$ cat src/rtl/mips_cache_instr_ctrl_if.sv
// -----------------------------------------------------------------------------
// mips_cache_instr_ctrl_if
//
// Avalon-style read-only memory bus used by the instruction-cache fill engine.
//
// Signals:
//   mem_address     [31:0]  word-aligned byte address of the request
//   mem_read                read request, held until accepted
//   mem_byteenable  [3:0]   all lanes enabled while mem_read is high
//   mem_waitrequest         memory not ready; requester must hold the request
//   mem_readdata    [31:0]  read data, valid when mem_read && !mem_waitrequest
//
// Modports:
//   master  - the fill engine (drives the request, receives the data)
//   slave   - the memory (receives the request, drives wait/data)
// -----------------------------------------------------------------------------
interface mips_cache_instr_ctrl_if;
    logic [31:0] mem_address;
    logic        mem_read;
    logic [3:0]  mem_byteenable;
    logic        mem_waitrequest;
    logic [31:0] mem_readdata;

    modport master (
        output mem_address,
        output mem_read,
        output mem_byteenable,
        input  mem_waitrequest,
        input  mem_readdata
    );

    modport slave (
        input  mem_address,
        input  mem_read,
        input  mem_byteenable,
        output mem_waitrequest,
        output mem_readdata
    );
endinterface

$ cat src/rtl/mips_cache_instr_ctrl.sv
// -----------------------------------------------------------------------------
// mips_cache_instr_ctrl
//
// Memory-side fill engine for the instruction cache. When the cache reports a
// miss (stall), the engine issues one Avalon read for the word-aligned fetch
// address, waits out mem_waitrequest, and hands the word back to the cache as
// a one-cycle data_valid pulse. If the CPU has moved on by the time memory
// accepts the request, the word is dropped silently.
//
// Parameters:
//   TIMEOUT_CYCLES  consecutive wait cycles in one transaction that set
//                   the sticky timeout_err flag
//   MISS_CNT_WIDTH  width of the saturating fill counter
//
// Ports:
//   clk          system clock, rising edge
//   rst          asynchronous active-low reset
//   addr         CPU fetch byte address (same value the cache sees)
//   stall        cache miss indication
//   data_out     fill word to the cache data_in (qualify with data_valid)
//   data_valid   one-cycle fill pulse
//   mem          memory bus (master side)
//   busy         high while a transaction is in flight (REQ or RESP)
//   timeout_err  sticky bus-timeout flag, cleared only by reset
//   miss_count   number of fills delivered, saturating
// -----------------------------------------------------------------------------
module mips_cache_instr_ctrl #(
    parameter int TIMEOUT_CYCLES = 1024,
    parameter int MISS_CNT_WIDTH = 32
) (
    input  logic                      clk,
    input  logic                      rst,
    input  logic [31:0]               addr,
    input  logic                      stall,
    output logic [31:0]               data_out,
    output logic                      data_valid,
    mips_cache_instr_ctrl_if.master   mem,
    output logic                      busy,
    output logic                      timeout_err,
    output logic [MISS_CNT_WIDTH-1:0] miss_count
);

    // Wait counter is wide enough to hold TIMEOUT_CYCLES itself and parks
    // there, so a very long stall never wraps around.
    localparam int WAIT_W = $clog2(TIMEOUT_CYCLES + 1);
    localparam logic [WAIT_W-1:0] WAIT_LIMIT = WAIT_W'(TIMEOUT_CYCLES);
    localparam logic [WAIT_W-1:0] WAIT_LAST  = WAIT_W'(TIMEOUT_CYCLES - 1);
    localparam logic [WAIT_W-1:0] WAIT_ONE   = WAIT_W'(1);
    localparam logic [MISS_CNT_WIDTH-1:0] MISS_MAX = '1;
    localparam logic [MISS_CNT_WIDTH-1:0] MISS_ONE = MISS_CNT_WIDTH'(1);

    typedef enum logic [1:0] {
        S_IDLE = 2'd0,
        S_REQ  = 2'd1,
        S_RESP = 2'd2
    } state_t;

    state_t                    state_reg, state_next;
    logic [31:0]               req_addr_reg, req_addr_next;
    logic [31:0]               data_out_reg, data_out_next;
    logic [WAIT_W-1:0]         wait_cnt_reg, wait_cnt_next;
    logic                      timeout_reg, timeout_next;
    logic [MISS_CNT_WIDTH-1:0] miss_cnt_reg, miss_cnt_next;

    logic [31:0] fetch_word_addr;
    logic        unused_addr_bits;

    // The memory is word-addressed in byte units; the byte offset is dropped.
    assign fetch_word_addr  = {addr[31:2], 2'b00};
    assign unused_addr_bits = ^addr[1:0];

    // -------------------------------------------------------------------------
    // State register
    // -------------------------------------------------------------------------
    always_ff @(posedge clk or negedge rst) begin
        if (!rst) begin
            state_reg    <= S_IDLE;
            req_addr_reg <= '0;
            data_out_reg <= '0;
            wait_cnt_reg <= '0;
            timeout_reg  <= 1'b0;
            miss_cnt_reg <= '0;
        end else begin
            state_reg    <= state_next;
            req_addr_reg <= req_addr_next;
            data_out_reg <= data_out_next;
            wait_cnt_reg <= wait_cnt_next;
            timeout_reg  <= timeout_next;
            miss_cnt_reg <= miss_cnt_next;
        end
    end

    // -------------------------------------------------------------------------
    // Next-state logic
    // -------------------------------------------------------------------------
    always_comb begin
        state_next    = state_reg;
        req_addr_next = req_addr_reg;
        data_out_next = data_out_reg;
        wait_cnt_next = wait_cnt_reg;
        timeout_next  = timeout_reg;
        miss_cnt_next = miss_cnt_reg;

        case (state_reg)
            S_IDLE: begin
                if (stall) begin
                    req_addr_next = fetch_word_addr;
                    state_next    = S_REQ;
                end
            end

            S_REQ: begin
                if (mem.mem_waitrequest) begin
                    // Request must be held; just account for the wait.
                    if (wait_cnt_reg != WAIT_LIMIT) begin
                        wait_cnt_next = wait_cnt_reg + WAIT_ONE;
                    end
                    if (wait_cnt_reg >= WAIT_LAST) begin
                        timeout_next = 1'b1;
                    end
                end else begin
                    data_out_next = mem.mem_readdata;
                    wait_cnt_next = '0;
                    // Deliver only if the cache is still missing on the same
                    // word; otherwise the fetch was redirected and the word
                    // is stale.
                    if (stall && (fetch_word_addr == req_addr_reg)) begin
                        state_next = S_RESP;
                        // Bumped on the accept edge so the new count becomes
                        // visible together with the data_valid pulse.
                        if (miss_cnt_reg != MISS_MAX) begin
                            miss_cnt_next = miss_cnt_reg + MISS_ONE;
                        end
                    end else begin
                        state_next = S_IDLE;
                    end
                end
            end

            S_RESP: begin
                // The cache writes the word on this edge, so any stall seen
                // now is stale; always drop back to IDLE.
                state_next = S_IDLE;
            end

            default: begin
                state_next = S_IDLE;
            end
        endcase
    end

    // -------------------------------------------------------------------------
    // Outputs (all decoded from registered state, so reset forces them low
    // without waiting for a clock edge)
    // -------------------------------------------------------------------------
    assign mem.mem_read       = (state_reg == S_REQ);
    assign mem.mem_address    = req_addr_reg;
    assign mem.mem_byteenable = (state_reg == S_REQ) ? 4'b1111 : 4'b0000;

    assign data_out    = data_out_reg;
    assign data_valid  = (state_reg == S_RESP);
    assign busy        = (state_reg != S_IDLE);
    assign timeout_err = timeout_reg;
    assign miss_count  = miss_cnt_reg;

endmodule

$ cat src/flat_wrapper.sv
// flat-port wrapper written by rule: the top's interface ports become plain ports
module mips_cache_instr_ctrl_flat 
#(
    parameter int TIMEOUT_CYCLES = 1024,
    parameter int MISS_CNT_WIDTH = 32
)
  (clk, rst, addr, stall, data_out, data_valid, busy, timeout_err, miss_count, mem_mem_address, mem_mem_read, mem_mem_byteenable, mem_mem_waitrequest, mem_mem_readdata);
  mips_cache_instr_ctrl_if mem_i ();
  input  logic clk;
  input  logic rst;
  input  logic [31:0] addr;
  input  logic stall;
  output logic [31:0] data_out;
  output logic data_valid;
  output logic busy;
  output logic timeout_err;
  output logic [MISS_CNT_WIDTH-1:0] miss_count;
  output wire logic [$bits(mem_i.mem_address)-1:0] mem_mem_address;
  output wire logic [$bits(mem_i.mem_read)-1:0] mem_mem_read;
  output wire logic [$bits(mem_i.mem_byteenable)-1:0] mem_mem_byteenable;
  input wire logic [$bits(mem_i.mem_waitrequest)-1:0] mem_mem_waitrequest;
  input wire logic [$bits(mem_i.mem_readdata)-1:0] mem_mem_readdata;
  assign mem_mem_address = mem_i.mem_address;
  assign mem_mem_read = mem_i.mem_read;
  assign mem_mem_byteenable = mem_i.mem_byteenable;
  assign mem_i.mem_waitrequest = mem_mem_waitrequest;
  assign mem_i.mem_readdata = mem_mem_readdata;
  mips_cache_instr_ctrl #(.TIMEOUT_CYCLES(TIMEOUT_CYCLES), .MISS_CNT_WIDTH(MISS_CNT_WIDTH)) u_core (.clk(clk), .rst(rst), .addr(addr), .stall(stall), .data_out(data_out), .data_valid(data_valid), .mem(mem_i), .busy(busy), .timeout_err(timeout_err), .miss_count(miss_count));
endmodule
$ cat config.mk
export PLATFORM = sky130hd
export DESIGN_NAME = mips_cache_instr_ctrl_flat
export DESIGN_NICKNAME = d
export VERILOG_FILES = /design/src/rtl/mips_cache_instr_ctrl_if.sv /design/src/rtl/mips_cache_instr_ctrl.sv /design/src/flat_wrapper.sv
export SDC_FILE = /design/constraint.sdc
export NUM_CORES = 1
export LEC_CHECK = 0
export BUFFER_PORTS_ARGS = -buffer_cell sky130_fd_sc_hd__buf_2
export CAP_MARGIN = 20
export CORE_AREA = 2 2 116 118
export CTS_BUF_LIST = sky130_fd_sc_hd__clkbuf_16
export CTS_CLUSTER_DIAMETER = 40
export DETAILED_ROUTE_END_ITERATION = 10
export DIE_AREA = 0 0 118 120
export MAX_ROUTING_LAYER = met4
export PLACE_DENSITY = 0.65
export SLEW_MARGIN = 20
export SYNTH_ARGS = -nofsm -noshare
export SYNTH_HDL_FRONTEND = slang
export SYNTH_SLANG_ARGS = --single-unit
$ cat constraint.sdc
create_clock -name clk -period 4.51 [get_ports clk]
set_input_delay 0.2255 -clock clk [delete_from_list [all_inputs] [get_ports clk]]
set_output_delay 0.2255 -clock clk [all_outputs]
set_load 0.005 [all_outputs]
==> results of run 1 <==
per-stage QoR:
step / std cells / area [sq um]
after global placement: 754 / 6070
after CTS: 770 / 6400
final: 770 / 6400
after floorplan: 426 / 5070
after detailed placement: 754 / 6070
after global routing: 770 / 6400
layout by cell type, fill, tap and decap left out, drive strengths merged, types with 3 or more instances in the layout:
| cell type | instances |
|---|---|
| o21ai | 3 |
| nor4 | 10 |
| inv | 7 |
| nor3 | 10 |
| and3 | 9 |
| ha | 3 |
| nor2 | 25 |
| xor2 | 27 |
| nand3 | 23 |
| mux2 | 64 |
| clkinv | 3 |
| xnor2 | 42 |
| buf | 171 |
| and4 | 5 |
| dfrtp | 108 |
| clkbuf | 9 |
| nand4 | 27 |
| nand2 | 17 |
area by class of cell:
type | instances | area, sq um | area share (%)
flip-flops and latches | 108 | 2700 | 42.2
clock buffers | 9 | 225 | 3.52
inverters | 6 | 22.5 | 0.352
repair buffers | 171 | 868 | 13.6
clock inverters | 7 | 98.8 | 1.54
multi-input cells | 293 | 2270 | 35.4
well taps | 176 | 220 | 3.44
routing by layer:
| metal | wire, um | share of wire [%] | up-vias |
|---|---|---|---|
| li1 | - | - | 1826 |
| met1 | 5150 | 45 | 1855 |
| met2 | 5380 | 47 | 129 |
| met3 | 654 | 5.7 | 15 |
| met4 | 213 | 1.9 | 0 |
| met5 | 0 | 0 | - |
cell families (layout without fill, tap and decap cells):
logic type,count (synthesis),count (layout),synth area share [%]
other cells,1,2,0.0739
mux,64,64,14.2
simple gates,146,146,16.3
buf+inv,25,193,2.42
compound gates,9,9,1.09
xor+xnor,69,69,11.9
fa+ha+maj,3,3,0.740
flops,108,108,53.3
final timing paths:
check,cells past startpoint,endpoint,startpoint
max,7,u_core.miss_count[1]$_DFFE_PN0P_,u_core.mem.mem_address[23]$_DFFE_PN0P_
min,1,u_core.mem.mem_address[4]$_DFFE_PN0P_,rst
max reg2reg,7,u_core.miss_count[1]$_DFFE_PN0P_,u_core.mem.mem_address[23]$_DFFE_PN0P_
min reg2reg,1,u_core.timeout_err$_DFFE_PN0P_,u_core.timeout_err$_DFFE_PN0P_
max in group asynchronous,2,u_core.data_out[26]$_DFFE_PN0P_,rst
min in group clk,2,u_core.data_out[8]$_DFFE_PN0P_,mem_mem_readdata[8]
power by group through the flow:
stage          clock, mW  combinational [mW]  sequential [mW]
6_report           0.858               0.537             1.22
5_1_grt            0.915               0.598             1.24
4_1_cts            0.879               0.546             1.22
3_5_place_dp           0               0.545             1.24
3_3_place_gp           0               0.534             1.23
2_1_floorplan          0               0.280             1.24
worst max-delay path: stages, from the launching register on:
cell and delay, ns:
dfrtp_1 0.40, xnor2_1 0.25, nand4_1 0.13, or4b_4 0.51, nor4_4 0.28, buf_4 0.36
and2_1 0.23, mux2_1 0.32
==> summary.txt, run 1 <==
Run status
  • Status: finished with violations
  • Failing checks: negative hold slack

Setup path
  • Critical path startpoint category: register
  • Critical-path maximum fanout: 31
  • Worst Path Arrival: 2.86 ns
  • Worst setup EP type: register
  • Critical Path RT: 4.74 ns
  • FF-to-FF setup slack: 1.89 ns
  • Crit Path Class: reg2reg

Routing
  • Residual DRC: 0
  • DRT iter0 DRCs: 182
  • Post-Route WL: 11400 um
  • Routed Antenna Nets: 0
  • First drt pass iteration count: 4
  • Post-DR vias/cell: 4.97
  • DR vias: 3825
  • Avg WL per Cell: 14.8 um

Power and ir drop
  • Sw Ratio: 27.4%
  • Pwr dens: 408 nW/um^2
  • Worst vdd ir: 0.000265 V
  • P_sw: 0.717 mW
  • Leak: 2.99 nW
  • Comb power frac: 20.5%
  • Clock power frac: 32.8%
  • Int Pwr: 1.90 mW
  • Sequential Power Share: 46.6%
  • Total power: 2.61 mW

Placement
  • Dpl ws: 1.92 ns
  • Port Buffers: 167
  • Routability cong.: 0.799
  • DP Wirelength: 8330 um

Timing
  • Final worst path period share: 58.2%
  • Fin Hold WS: -0.00366 ns
  • Transition time of the tightest slew-check pin: 1.05 ns
  • RSZ-0062 raised after global routing: no
  • F_max: 381 MHz
  • PnR worst setup slack: 1.89 ns
  • Final TNS setup: 0 ns
  • Endpoints failing setup: 0
  • Min cycle time layout: 2.62 ns
  • Final Hold Vio Count: 2
  • Slew Viols, Final: 0
  • Slew margin rel.: 29.7%
  • Skew final: 0.0130 ns

Synthesis
  • Register area share after synthesis: 53.3%
  • Synth area leader: dfrtp_1
  • Cell variety after synth: 40
  • Register bit total from synthesis: 108
  • Main synth FF type: dfrtp_1
  • Post-synthesis average cell area: 11.9 sq um
  • Area contributors post-synth: dfrtp_1 (53%), mux2_2 (14%), xnor2_1 (7.3%)
  • Number of enable flip-flop cells after synthesis: 0
  • Synth warn: 0
  • Mapped Area: 5070 sq um
  • Synth top area share: 53.3%
  • Post-Syn Instances: 425
  • Count leader, synth: dfrtp_1
  • Async S/R FF share, synth: 100%
  • Synth top cells by count: dfrtp_1 (108), mux2_2 (62), xnor2_1 (42)

Clock tree
  • Clock transition at path regs: 0.07 ns
  • CTS root buf: clkbuf_16
  • Setup repair bufs after CTS: 0
  • Htree depth: 3
  • Clk sinks: 108
  • TritonCTS buffer count: 9
  • Clk_lat worst skew: 0.36 ns
  • Deepest clock path buffer count: 2
  • CTS resizes: 0
  • CTS tree: yes
  • CTS Hold Bufs: 0

Global routing
  • First-pass GRT wire length: 18900 um
  • Total grt overflow: 0
  • Initial antenna violation count: 0
  • Met1 Use GR: 22.3%
  • Pin count of the biggest net entering global routing: 73
  • Met3 Track Usage GR: 3.90%
  • Busiest layer in global routing: met2
  • GRT Total Usage: 17.1%
  • Met2 Track Usage GR: 25.9%
  • Vias in the first global route: 3838

Flow run
  • Maxcap violations: 0

Cells and area
  • Final design utilization: 49.3%
  • Filler cells: 1207
  • Layout Nets: 660
  • ANT cells: 0
  • Area growth, synth to finish: 26.3%
  • Layout cells sized above 1: 43.4%

Floorplan
  • DIE WIDTH: 118 um
  • Initial core utilization: 39.1%
  • # IOs: 172
  • Row count: 42
  • Die area: 14200 sq um
  • Core box area: 13000 sq um
  • Die Span Y: 120 um

Worst hold path
  • Hold Crit Class: in2async
No activity file was read; power rests on OpenSTA's default activity.
==> run 2, diff against run 1 <==
--- a/config.mk
+++ b/config.mk
@@ -13,7 +13,7 @@
 export DETAILED_ROUTE_END_ITERATION = 10
 export DIE_AREA = 0 0 118 120
 export MAX_ROUTING_LAYER = met4
-export PLACE_DENSITY = 0.65
+export PLACE_DENSITY = 0.68
 export SLEW_MARGIN = 20
 export SYNTH_ARGS = -nofsm -noshare
 export SYNTH_HDL_FRONTEND = slang
==> constraint.sdc (replaced) <==
create_clock -name clk -period 2.4 [get_ports clk]
set_input_delay 0.12 -clock clk [delete_from_list [all_inputs] [get_ports clk]]
set_output_delay 0.12 -clock clk [all_outputs]
set_load 0.005 [all_outputs]
==> run 2 against run 1 <==
Compared with the run above:
- design area is 7.4% higher
- largest power group unchanged
- final cell count is 5.3% higher
- die area stayed put
- via count is 5.9% higher
- the run now ends clean
- core utilization is 3.7 points higher
- worst setup slack worse by 1.7 ns
- non-clock buffer count is 41 higher
- flip-flop and latch count stayed put
- clock-buffer cell count stayed put
==> summary.txt, run 2 (synthesis gave the netlist of run 1 again) <==
Placement
  • DP Wirelength: 8430 um (+1.2%)
  • Port Buffers: 167 (unchanged)
  • Dpl ws: 0.0881 ns (-1.83 ns)
  • Routability cong.: 0.817 (+2.2%)
  • Inst Count DP: 765 (+1.5%)

Clock tree
  • CTS tree: yes
  • Htree depth: 3 (unchanged)
  • Clk_lat worst skew: 0.35 ns (about the same)
  • Clock transition at path regs: 0.08 ns (about the same)
  • TritonCTS buffer count: 9 (unchanged)
  • Clk sinks: 108 (unchanged)
  • Deepest clock path buffer count: 2 (unchanged)
  • CTS root buf: clkbuf_16

Setup path
  • Critical Path RT: 2.64 ns (-2.10 ns)
  • Critical path startpoint category: register
  • Most frequent CP cell: nand3_1
  • Worst Path Arrival: 2.50 ns (-0.36 ns)
  • Critical path buffers and inverters: 0 (-1)
  • Critical-path maximum fanout: 7 (-77%)
  • Crit Path Class: reg2reg
  • Worst setup EP type: register
  • RR Startpoint: u_core.miss_count[2]$_DFFE_PN0P_
  • Slowest cell on the critical path: nor3_1
  • FF-to-FF setup slack: 0.14 ns (-1.75 ns)
  • Slowest stage delay, CP: 0.68 ns (+0.17 ns)
  • Reg2reg end: u_core.miss_count[17]$_DFFE_PN0P_
  • R2R depth: 6 (-1)
  • Largest delay share family, worst path: simple AND/OR/NAND/NOR gates
  • Crit path cell chain: and3_1, nand3_1, or2_2, nor3_1, nand3_1, xnor2_1

Worst hold path
  • Hold Path End: u_core.data_out[11]$_DFFE_PN0P_
  • Critical hold path startpoint: mem_mem_readdata[11]
  • Hold Crit Class: in2reg
  • Hold Path Stages: 2

Global routing
  • GRT Total Usage: 18.3% (+1.2 points)
  • Initial antenna violation count: 0 (unchanged)
  • Vias in the first global route: 4133 (+7.7%)
  • Pin count of the biggest net entering global routing: 109 (+49%)
  • First-pass GRT wire length: 20200 um (+6.7%)
  • Total grt overflow: 0 (unchanged)

Cells and area
  • Layout cells sized above 1: 43.1% (-0.28 points)
  • Layout Nets: 701 (+6.2%)
  • Filler cells: 1134 (-6.0%)
  • Area occupied by multi-input gates: 2310 sq um (+1.8%)
  • Area growth, synth to finish: 35.7%
  • Most common cell after layout, fill and taps aside: buf_2
  • FF+latch area: 2700 sq um (unchanged)
  • ANT cells: 0 (unchanged)
  • Layout Cells excl Fill: 811 (+5.3%)
  • Commonest cells after routing, fill and taps aside: buf_2 (166), dfrtp_1 (108), mux2_2 (62)

Floorplan
  • DIE WIDTH: 118 um (unchanged)
  • Row count: 42 (unchanged)
  • Die area: 14200 sq um (unchanged)
  • Die Span Y: 120 um (unchanged)
  • Initial core utilization: 39.1% (unchanged)
  • Core box area: 13000 sq um (unchanged)
  • # IOs: 172 (unchanged)

Timing
  • RSZ-0062 raised after global routing: no
  • Endpoints failing setup: 0 (unchanged)
  • Skew final: 0.00775 ns (-0.00524 ns)
  • Final worst path period share: 94.1% (+36 points)
  • Final Hold Vio Count: 0 (-2)
  • Transition time of the tightest slew-check pin: 0.830 ns (-0.223 ns)
  • Slew Viols, Final: 0 (unchanged)
  • Min cycle time layout: 2.26 ns (-0.365 ns)
  • F_max: 443 MHz (+16%)
  • Final TNS setup: 0 ns (unchanged)
  • Slew margin rel.: 44.2% (+15 points)
  • PnR worst setup slack: 0.142 ns (-1.75 ns)

Routing
  • DRT iter0 DRCs: 196 (+7.7%)
  • Post-Route WL: 12400 um (+9.0%)
  • Post-DR vias/cell: 5.00 (+0.58%)
  • DR vias: 4052 (+5.9%)
  • Residual DRC: 0 (unchanged)
  • Routed Antenna Nets: 0 (unchanged)
  • Avg WL per Cell: 15.3 um (+3.5%)
  • First drt pass iteration count: 4 (unchanged)

Power and ir drop
  • Leak: 3.23 nW (+8.1%)
  • Sw Ratio: 27.2% (-0.19 points)
  • Pwr dens: 744 nW/um^2 (+82%)
  • Int Pwr: 3.72 mW (+96%)
  • Worst vdd ir: 0.000477 V (+80%)
  • P_sw: 1.39 mW (+94%)
  • Total power: 5.12 mW (+96%)
  • Sequential Power Share: 45.0% (-1.6 points)
  • Comb power frac: 21.2% (+0.7 points)
  • Clock power frac: 33.7% (+0.9 points)

Run status
  • Status: finished clean

Flow run
  • Maxcap violations: 0 (unchanged)
==> run 2: cell types whose count changed in the layout (fill, tap and decap cells not counted), sizes merged <==
cell	previous run	this run
dlygate4sd3	0	30
clkinv	3	2
bufinv	2	3
buf	171	182
==> run 2: layer usage <==
metal	wire length, um	global-route usage (%)	vias to the layer above
met2	6200	29.4	132
met4	231	7.38	0
met3	662	4.33	18
li1	-	-	1912
met1	5330	22.6	1990
met5	0	-	-
==> run 2: what timing repair did <==
action                                  4_1_cts  5_1_grt
buffers inserted                              0        0
hold endpoints to repair                    137        0
resized for setup                             0        8
hold buffers                                 30        0
endpoints found under the setup margin        0       23
==> run 2: worst max path at each step <==
stage | depth (start not counted) | startpoint | slack (ns) | endpoint
5_1_grt | 6 | u_core.miss_count[2]$_DFFE_PN0P_ | 0.01 | u_core.miss_count[19]$_DFFE_PN0P_
3_5_place_dp | 7 | u_core.mem.mem_address[5]$_DFFE_PN0P_ | 0.09 | u_core.miss_count[1]$_DFFE_PN0P_
6_report | 6 | u_core.miss_count[2]$_DFFE_PN0P_ | 0.14 | u_core.miss_count[17]$_DFFE_PN0P_
2_1_floorplan | 7 | u_core.mem.mem_address[8]$_DFFE_PN0P_ | 0.16 | u_core.miss_count[30]$_DFFE_PN0P_
4_1_cts | 7 | u_core.mem.mem_address[5]$_DFFE_PN0P_ | 0.06 | u_core.miss_count[1]$_DFFE_PN0P_
3_3_place_gp | 7 | u_core.mem.mem_address[5]$_DFFE_PN0P_ | 0.12 | u_core.miss_count[1]$_DFFE_PN0P_
==> run 2: worst register-to-register path: stages (launching register included) <==
cell	delay, ns
dfrtp_1	0.43
and3_1	0.23
nand3_1	0.13
or2_2	0.31
nor3_1	0.68
nand3_1	0.21
xnor2_1	0.16
==> run 2: cell type report <==
type | count | share of cell area, %
Clock buffer | 9 | 3.27
Multi-Input combinational cell | 293 | 33.5
Sequential cell | 108 | 39.3
Timing Repair Buffer | 212 | 18.6
Clock inverter | 7 | 1.80
Tap cell | 176 | 3.20
Inverter | 6 | 0.327
==> run 2: power groups by stage <==
stage / combinational, mW / clock [mW] / sequential [mW]
2_1_floorplan: 0.527 / 0 / 2.33
3_3_place_gp: 1.01 / 0 / 2.31
3_5_place_dp: 1.03 / 0 / 2.32
4_1_cts: 1.08 / 1.76 / 2.30
5_1_grt: 1.20 / 1.84 / 2.34
6_report: 1.09 / 1.73 / 2.30
==> run 2: per-stage QoR <==
stage,instance area (sq um),util [%],hold WS [ns]
6_report,6880,53.0,0.0165
5_1_grt,6880,53.0,0.00125
4_1_cts,6830,52.6,0.00179
3_5_place_dp,6180,47.6,0.244
3_3_place_gp,6180,47.6,0.234
2_1_floorplan,5070,-,-0.176
==> run 3, diff against run 2 <==
--- a/config.mk
+++ b/config.mk
@@ -7,11 +7,11 @@
 export LEC_CHECK = 0
 export BUFFER_PORTS_ARGS = -buffer_cell sky130_fd_sc_hd__buf_2
 export CAP_MARGIN = 20
-export CORE_AREA = 2 2 116 118
+export CORE_AREA = 4 4 118 120
 export CTS_BUF_LIST = sky130_fd_sc_hd__clkbuf_16
 export CTS_CLUSTER_DIAMETER = 40
 export DETAILED_ROUTE_END_ITERATION = 10
-export DIE_AREA = 0 0 118 120
+export DIE_AREA = 0 0 122 124
 export MAX_ROUTING_LAYER = met4
 export PLACE_DENSITY = 0.68
 export SLEW_MARGIN = 20
==> run 3 against run 2 <==
Compared with the run above:
- critical path depth grew 1
- combinational power is essentially flat
- worst hold slack got worse by 0.0066 ns
- clock-buffer cell count unchanged
- sequential share of layout area increased by 0.61 points
- design area is 1.5% lower
- non-clock buffer count fell by 5
- flip-flop and latch count unchanged
- global-route usage fell by 1.3 points
- clock skew grew 0.0012 ns
- largest cell class unchanged
==> summary.txt, run 3 (synthesis gave the netlist of run 1 again) <==
Timing
  • Final worst path period share: 95.5% (+1.4 points)
  • F_max: 436 MHz (-1.5%)
  • Endpoints failing setup: 0 (unchanged)
  • RSZ-0062 raised after global routing: no
  • PnR worst setup slack: 0.107 ns (-0.0347 ns)
  • Skew final: 0.00899 ns (+0.00123 ns)
  • Slew margin rel.: 56.7% (+12 points)
  • Final Hold Vio Count: 0 (unchanged)
  • Slew Viols, Final: 0 (unchanged)
  • Transition time of the tightest slew-check pin: 0.645 ns (-0.185 ns)
  • Min cycle time layout: 2.29 ns (+0.0347 ns)
  • Final TNS setup: 0 ns (unchanged)

Cells and area
  • Area growth, synth to finish: 33.7%
  • Most common cell after layout, fill and taps aside: buf_2
  • ANT cells: 0 (unchanged)
  • Commonest cells after routing, fill and taps aside: buf_2 (166), dfrtp_1 (107), mux2_2 (62)
  • Post-route cell area: 6780 sq um (-1.5%)
  • Layout cells sized above 1: 42.9% (-0.29 points)
  • Layout Cells excl Fill: 806 (-0.62%)
  • Layout Nets: 696 (-0.71%)
  • Final design utilization: 52.2% (-0.79 points)

Power and ir drop
  • Worst vdd ir: 0.000362 V (-24%)
  • Pwr dens: 715 nW/um^2 (-3.8%)
  • Leak: 3.18 nW (-1.6%)

Routing
  • Residual DRC: 0 (unchanged)
  • Routed Antenna Nets: 0 (unchanged)
  • WL met3: 604 um (-8.8%)
  • DR vias: 3973 (-1.9%)
  • Post-Route WL: 12300 um (-0.80%)
  • Highest metal layer with signal wires: met4
  • Met1 Wirelength: 5320 um (about the same)
  • Avg WL per Cell: 15.3 um (-0.18%)
  • Routed wl met2: 6140 um (-0.92%)
  • First drt pass iteration count: 4 (unchanged)
  • DRT iter0 DRCs: 161 (-18%)
  • Post-DR vias/cell: 4.93 (-1.3%)

Setup path
  • Worst setup EP type: register
  • Crit Path Class: reg2reg
  • Critical path buffers and inverters: 1 (+1)
  • Slowest stage delay, CP: 0.51 ns (-0.17 ns)
  • Worst Path Arrival: 2.52 ns (+0.02 ns)
  • Crit path cell chain: xnor2_2, nand4_1, or4b_4, nor4_4, buf_6, and2_1, mux2_1
  • Critical path startpoint category: register
  • Critical Path RT: 2.63 ns (about the same)
  • Largest delay share family, worst path: simple AND/OR/NAND/NOR gates
  • Slowest cell on the critical path: or4b_4
  • Critical-path maximum fanout: 4 (-3)

Global routing
  • First-pass GRT wire length: 19800 um (-1.8%)
  • Pin count of the biggest net entering global routing: 62 (-43%)
  • Initial antenna violation count: 0 (unchanged)
  • GRT Total Usage: 17.0% (-1.3 points)
  • Total grt overflow: 0 (unchanged)
  • Vias in the first global route: 4075 (-1.4%)

Floorplan
  • Core box area: 13000 sq um (unchanged)
  • DIE WIDTH: 122 um (+3.4%)
  • Initial core utilization: 39.1% (unchanged)
  • Row count: 42 (unchanged)
  • # IOs: 172 (unchanged)
  • Die Span Y: 124 um (+3.3%)
  • Die area: 15100 sq um (+6.8%)

Worst hold path
  • Hold Crit Class: in2reg

Clock tree
  • Setup repair bufs after CTS: 0 (unchanged)
  • Deepest clock path buffer count: 2 (unchanged)
  • Clk sinks: 108 (unchanged)
  • Clock transition at path regs: 0.07 ns (about the same)
  • Htree depth: 3 (unchanged)
  • CTS tree: yes
  • Clk_lat worst skew: 0.35 ns (about the same)
  • CTS root buf: clkbuf_16
  • TritonCTS buffer count: 9 (unchanged)

Flow run
  • Maxcap violations: 0 (unchanged)

Placement
  • Placement Cell Area: 6150 sq um (-0.57%)
  • Port Buffers: 167 (unchanged)
  • Dpl ws: -0.0349 ns (-0.123 ns)
  • DP Wirelength: 8890 um (+5.4%)
  • Routability cong.: 0.881 (+7.8%)
  • Inst Count DP: 762 (-0.39%)

Run status
  • Status: finished clean
## run 3: area by class of cell
type,count,area (sq um)
fillers,1159,6200
flip-flops and latches,108,2700
multi-input cells,293,2300
repair buffers,207,1240
clock buffers,9,225
well taps,176,220
clock inverters,7,67.6
inverters,6,22.5
## run 3: final timing paths
| kind | startpoint | end | slack, ns | cells after the start |
|---|---|---|---|---|
| min in group asynchronous | rst | u_core.mem.mem_address[17]$_DFFE_PN0P_ | 0.32 | 2 |
| max in group asynchronous | rst | u_core.miss_count[13]$_DFFE_PN0P_ | 1.32 | 3 |
| min reg2reg | u_core.timeout_err$_DFFE_PN0P_ | u_core.timeout_err$_DFFE_PN0P_ | 0.48 | 1 |
| min | mem_mem_readdata[9] | u_core.data_out[9]$_DFFE_PN0P_ | 0.01 | 2 |
| max reg2reg | u_core.mem.mem_address[5]$_DFFE_PN0P_ | u_core.miss_count[1]$_DFFE_PN0P_ | 0.11 | 7 |
| max | u_core.mem.mem_address[5]$_DFFE_PN0P_ | u_core.miss_count[1]$_DFFE_PN0P_ | 0.11 | 7 |
## run 3: metal layers
| metal | GRT usage (%) | vias to the layer above |
|---|---|---|
| met1 | 21.6 | 1942 |
| met2 | 26.8 | 111 |
| met4 | 6.93 | 0 |
| met3 | 3.59 | 20 |
| met5 | - | - |
| li1 | - | 1900 |
## run 3: metrics by stage
stage               total power [mW]  hold slack, ns
detailed placement              3.36           0.179
finish                          4.85         0.00988
floorplan                       2.86          -0.176
CTS                             4.89         0.00186
global placement                3.32           0.172
global route                    5.12         0.00637
## run 3: repair_timing
action                                  in CTS  in global routing
endpoints found under the hold margin       74                  0
endpoints found under the setup margin       9                 27
hold buffers                                28                  0
resized for setup                            2                  9
pin swaps                                    0                  3
## run 3: where the power goes
part	internal (mW)	total [mW]	switching (mW)
clock	0.806	1.48	0.671
combinational	0.598	1.07	0.472
sequential	2.09	2.30	0.207
